--- src/rtl/cam_pkg.sv ---
// rtl/cam_pkg.sv - shared constants, state encoding and width helper for the CAM match reader
package cam_pkg;

  typedef enum logic [2:0] {
    IDLE = 3'd0,
    SCAN = 3'd1,
    READ = 3'd2,
    OUT  = 3'd3,
    DONE = 3'd4
  } cam_state_t;

  // floor(log2(value))+1, so a count of exactly `value` still fits
  function automatic int clogb2(input int value);
    int v;
    int n;
    v = value;
    n = 0;
    while (v > 0) begin
      n++;
      v = v >> 1;
    end
    return n;
  endfunction

endpackage

--- src/rtl/cam_prio_enc.sv ---
// rtl/cam_prio_enc.sv - combinational lowest-set-bit encoder over the CAM tag vector
module cam_prio_enc
  import cam_pkg::*;
#(
  parameter int  CELL_QUANT = 512,
  localparam int ADDR_BITS  = clogb2(CELL_QUANT)
) (
  input  logic [CELL_QUANT-1:0] vec,
  output logic [ADDR_BITS-1:0]  idx,
  output logic                  found
);

  // Scan downwards so the last hit written is the lowest index
  always_comb begin
    idx   = '0;
    found = 1'b0;
    for (int i = CELL_QUANT - 1; i >= 0; i--) begin
      if (vec[i]) begin
        idx   = ADDR_BITS'(i);
        found = 1'b1;
      end
    end
  end

endmodule

--- src/rtl/cam_match_reader.sv ---
// rtl/cam_match_reader.sv - drains CAM match tags into an {address, word} stream; CAM_READER_ABORT_EN adds an abort input
module cam_match_reader
  import cam_pkg::*;
#(
  parameter int  WORD_SIZE  = 8,
  parameter int  CELL_QUANT = 512,
  localparam int ADDR_BITS  = clogb2(CELL_QUANT)
) (
  input  logic                  CLK100MHZ,
  input  logic                  rst_n,
  input  logic                  start,
`ifdef CAM_READER_ABORT_EN
  input  logic                  abort,
`endif
  input  logic [CELL_QUANT-1:0] tags,
  input  logic [WORD_SIZE-1:0]  cam_doutb,
  output logic [ADDR_BITS-1:0]  cam_addr,
  output logic                  m_valid,
  input  logic                  m_ready,
  output logic [WORD_SIZE-1:0]  m_data,
  output logic [ADDR_BITS-1:0]  m_addr,
  output logic                  m_last,
  output logic                  busy,
  output logic                  done,
  output logic [ADDR_BITS-1:0]  match_count
);

  cam_state_t            state_q;
  cam_state_t            state_d;
  logic [CELL_QUANT-1:0] pending;
  logic [ADDR_BITS-1:0]  enc_idx;
  logic                  enc_found;
  logic                  abort_hit;

  cam_prio_enc #(
    .CELL_QUANT(CELL_QUANT)
  ) u_prio_enc (
    .vec  (pending),
    .idx  (enc_idx),
    .found(enc_found)
  );

`ifdef CAM_READER_ABORT_EN
  assign abort_hit = abort && (state_q == SCAN || state_q == READ || state_q == OUT);
`else
  assign abort_hit = 1'b0;
`endif

  always_ff @(posedge CLK100MHZ or negedge rst_n) begin
    if (!rst_n) begin
      state_q <= IDLE;
    end else begin
      state_q <= state_d;
    end
  end

  always_comb begin
    state_d = state_q;
    busy    = (state_q != IDLE);
    done    = (state_q == DONE);
    case (state_q)
      IDLE:    if (start) state_d = SCAN;
      SCAN:    state_d = enc_found ? READ : DONE;
      READ:    state_d = OUT;
      OUT:     if (m_ready) state_d = m_last ? DONE : SCAN;
      DONE:    state_d = IDLE;
      default: state_d = IDLE;
    endcase
    if (abort_hit) state_d = DONE;
  end

  always_ff @(posedge CLK100MHZ or negedge rst_n) begin
    if (!rst_n) begin
      pending     <= '0;
      cam_addr    <= '0;
      m_valid     <= 1'b0;
      m_data      <= '0;
      m_addr      <= '0;
      m_last      <= 1'b0;
      match_count <= '0;
    end else begin
      case (state_q)
        IDLE: begin
          if (start) begin
            pending     <= tags;
            match_count <= '0;
          end
        end
        SCAN: begin
          // x & (x-1) drops exactly the bit the encoder picked
          if (enc_found) begin
            cam_addr <= enc_idx;
            pending  <= pending & (pending - CELL_QUANT'(1));
          end
        end
        READ: begin
          m_data  <= cam_doutb;
          m_addr  <= cam_addr;
          m_last  <= (pending == '0);
          m_valid <= 1'b1;
        end
        OUT: begin
          if (m_ready && !abort_hit) begin
            m_valid     <= 1'b0;
            match_count <= match_count + ADDR_BITS'(1);
          end
        end
        default: ;
      endcase
      if (abort_hit) begin
        pending <= '0;
        m_valid <= 1'b0;
      end
    end
  end

endmodule

--- config.mk ---
export PLATFORM = sky130hd
export DESIGN_NAME = cam_match_reader
export DESIGN_NICKNAME = d
export VERILOG_FILES = /design/src/rtl/cam_pkg.sv /design/src/rtl/cam_prio_enc.sv /design/src/rtl/cam_match_reader.sv
export SDC_FILE = /design/constraint.sdc
export NUM_CORES = 2
export LEC_CHECK = 0
export CAP_MARGIN = 25
export CORE_MARGIN = 2
export CORE_UTILIZATION = 24
export CTS_CLUSTER_SIZE = 16
export DETAILED_ROUTE_END_ITERATION = 7
export HOLD_SLACK_MARGIN = 0.15
export PLACE_DENSITY = 0.52
export SYNTH_ARGS = -nofsm -noshare
export SYNTH_HDL_FRONTEND = slang
export SYNTH_HIERARCHICAL = 1
export SYNTH_SLANG_ARGS = --single-unit
--- constraint.sdc ---
create_clock -name CLK100MHZ -period 6.3 [get_ports CLK100MHZ]
set_input_delay 1.89 -clock CLK100MHZ [delete_from_list [all_inputs] [get_ports CLK100MHZ]]
set_output_delay 1.89 -clock CLK100MHZ [all_outputs]
set_load 0.05 [all_outputs]
==> results.py <==
metrics = {
    "clock_tree": {
        "cts_hold_buf": 0,
        "post_cts_resized": 0,
        "cts_tree": "built",
        "numClockSinks": 555,
        "cts.path.max_buffers": 3,
        "root_buffer": "clkbuf_16",
        "postCtsSetupRepairBufs": 0,
        "insertion_delay_ns": 0.76,
        "cts_buffers": 80,
        "clk_pin_slew_ns": 0.06,
        "cts.htree.levels": 3,
    },
    "global_route": {
        "antenna_found_initial": 65,
        "gr-usage-met1_pct": 52.8,
        "grt_max_degree": 121,
        "grt_use_met3_pct": 9.63,
        "grt_pass1_wl_um": 485000,
        "overflow": 0,
        "met2_usage_pct": 59.6,
        "grt_pass1_vias": 51800,
        "top_usage_layer": "met2",
        "grt_usage_pct": 40.9,
    },
    "die": {
        "rows": 151,
        "die_height_um": 417,
        "ios": 566,
        "core-area_mm2": 0.169,
        "dieArea_mm2": 0.174,
        "initial_core_util_pct": 24.1,
        "fp.dieW_um": 417,
    },
    "drt": {
        "wl_um": 370000,
        "dr.first_iter.drc_count": 8813,
        "first_pass_iters": 6,
        "vias": 55800,
        "drt.antenna.violating_nets": 0,
        "post_drt_wl_per_cell_um": 44.1,
        "drc": 0,
        "via_per_inst": 6.65,
    },
    "synthesis": {
        "synth.top_cells.by_area": "dfrtp_1 (34%), nor4_1 (6.3%), nand2_1 (6.2%)",
        "syn_inst": 5290,
        "yosysMostFrequentCell": "nand2_1",
        "synthTopCellsByCount": "nand2_1 (672), dfrtp_1 (555), nor2_1 (450)",
        "synth_top_area_share_pct": 34.0,
        "synth-compound-area-share_pct": 23.2,
        "synthXorXnorAreaFrac_pct": 0.150,
        "synth.mux.area_fraction_pct": 1.50,
        "yosys.area_share.simple_pct": 37.6,
        "yosysTopAreaCell": "dfrtp_1",
        "synthArstFlopShare_pct": 100,
        "syn_nets": 5815,
        "synthAdderAreaFrac_pct": 0.0306,
        "synth_seq_area_share_pct": 34.0,
        "syn_area_mm2": 0.0409,
        "synth_top_family_by_area": "simple AND/OR/NAND/NOR gates",
        "syn_avg_cell_area_um2": 7.72,
        "synth_edf_count": 0,
        "yosys_warnings": 6,
        "yosysUniqueCellTypes": 88,
        "ys_ff_latch": 555,
        "synth_ff_type": "dfrtp_1",
    },
    "placement": {
        "globalplace.congestion": 1.11,
        "place_area_mm2": 0.0515,
        "place_hpwl_um": 296000,
        "io_buffers": 565,
    },
    "critical_path": {
        "r2r_slack_ns": 0.04,
        "critPathKind": "flop to flop",
        "required_ns": 6.95,
        "start_kind": "flop",
        "cp_max_fo": 17,
        "crit_arrival_ns": 6.91,
        "cp-end-kind": "flop",
    },
    "power": {
        "power_uw": 29700,
        "power.leakage_uw": 0.0196,
        "combPwrFrac_pct": 52.7,
        "seq_power_share_pct": 30.2,
        "ir_worst_vdd_mv": 0.292,
        "p_int_uw": 13100,
        "p_per_area_mw_per_mm2": 544,
        "p_clk_share_pct": 17.1,
        "p_sw_uw": 16600,
        "netSwitchingFraction_pct": 55.9,
    },
    "sta": {
        "min_period_ns": 6.26,
        "max-slew-margin-rel_pct": 6.13,
        "setup_viol": 0,
        "rsz0062_at_grt": "false",
        "hold_viol_final": 0,
        "tightestPinTransition_ns": 1.40,
        "period_share_pct": 99.4,
        "slew_violations": 0,
        "fin_setup_tns_ns": 0,
        "fmax_mhz": 160,
        "finalClockSkew_ns": 0.0616,
    },
    "min_path": {
        "hp-class": "flop to flop",
    },
    "final_layout": {
        "utilization_pct": 32.2,
        "num-nets-final": 6596,
        "final_layout_size_suffix_gt1_share_pct": 10.7,
        "fill_cells": 18300,
        "area_growth_pct": 33.4,
        "fin_area_mm2": 0.0545,
    },
    "job": {
        "drv_cap": 0,
    },
    "status": {
        "status": "complete, no violations",
    },
}
[registers in the layout, indices dropped and copies added, names as in the netlist]
signal and flops:
m_last 1, m_valid 1, pending 512, state_q 3
cam_addr 10, m_data 8, m_addr 10, match_count 10
[layer usage]
layer  up-vias  wire length, um  share of wire (%)
li1      22400                -                  -
met1     28400           148000                 40
met2      4088           155000                 42
met3       968            36200                9.8
met4        26            31600                8.5
met5         -              180              0.049
[area by class of cell]
class                      instances  area [um2]  area share (%)
inverter                         143         537           0.985
antenna                           44         110           0.202
clock buffer                     101        2200            4.04
sequential                       555       13900            25.5
multi-input combinational       4363       25800            47.4
clock inverter                    42         604            1.11
tap                             2218        2780            5.09
timing repair buffer             928        8560            15.7
[cell usage in the layout, fill, tap and decap left out, types with 18 or more instances in the layout]
cell type and n:
a22oi_1 137, o21bai_1 28, a22o_1 149, a221o_1 27
diode_2 44, nand4_1 157, clkdlybuf4s50_1 564, or4_1 189
a21oi_1 170, nor2b_1 31, a211oi_1 18, a21o_1 29
inv_1 143, mux2_2 19, a2111oi_0 24, o311ai_0 53
buf_4 336, o41ai_1 32, a31oi_1 74, nor4_1 391
and2_1 20, nor3_1 358, or3_1 144, nor4b_1 23
nand2_1 670, o31ai_1 49, o211ai_1 63, nand3_1 209
nand2b_1 37, dfrtp_1 555, nor4_2 21, o21ai_0 346
mux2i_1 40, nor2_1 448, clkbuf_16 80, and3_1 41
and4_1 25, nand4b_1 31, or2_2 62
[power groups by stage]
stage,clock (uW),sequential [uW],combinational [uW]
global route,5240,9020,16200
floorplan,0,7540,7880
CTS,5120,8670,15000
global placement,0,8720,15000
finish,5060,8960,15600
detailed placement,0,8720,15000
[path summary, 6_finish.rpt]
kind / startpoint / cells past startpoint / to
max reg2reg: pending[250] / 13 / pending[449]
max in group asynchronous: rst_n / 2 / pending[299]
min: m_valid / 2 / m_valid
min in group asynchronous: rst_n / 1 / pending[18]
max: pending[250] / 13 / pending[449]
min reg2reg: m_valid / 2 / m_valid
[critical path, stage by stage, from the launching register on]
cell,delay [ns]
dfrtp_1,0.54
nor4_1,0.79
nand3_1,0.42
nor3_1,1.08
nand2_1,0.21
or3_1,0.39
or2_2,0.33
and2_1,0.22
o21ai_4,0.66
buf_4,0.29
nor3_1,0.06
a31oi_1,0.67
o21ai_0,0.27
nand2_1,0.20
[per-stage QoR]
step	hold WS [ns]	cells	worst slack (ns)
global route	0.513	8367	0.230
detailed placement	0.475	8201	0.463
finish	0.486	8394	0.0352
global placement	0.465	8189	0.264
CTS	0.489	8344	0.450
floorplan	0.478	5290	1.96
[kinds of logic (layout without fill, tap and decap cells)]
family                   count (synthesis)  in the layout
adder cells (fa/ha/maj)                  1              1
multiplexers                            59             59
flip-flops                             555            555
AND/OR/NAND/NOR                       2928           2928
buffers and inverters                  372           1214
XOR/XNOR                                 7              7
other                                    1             45
AO/OA/AOI/OAI                         1367           1367
Note: power is estimated with default switching activity, not from simulation.
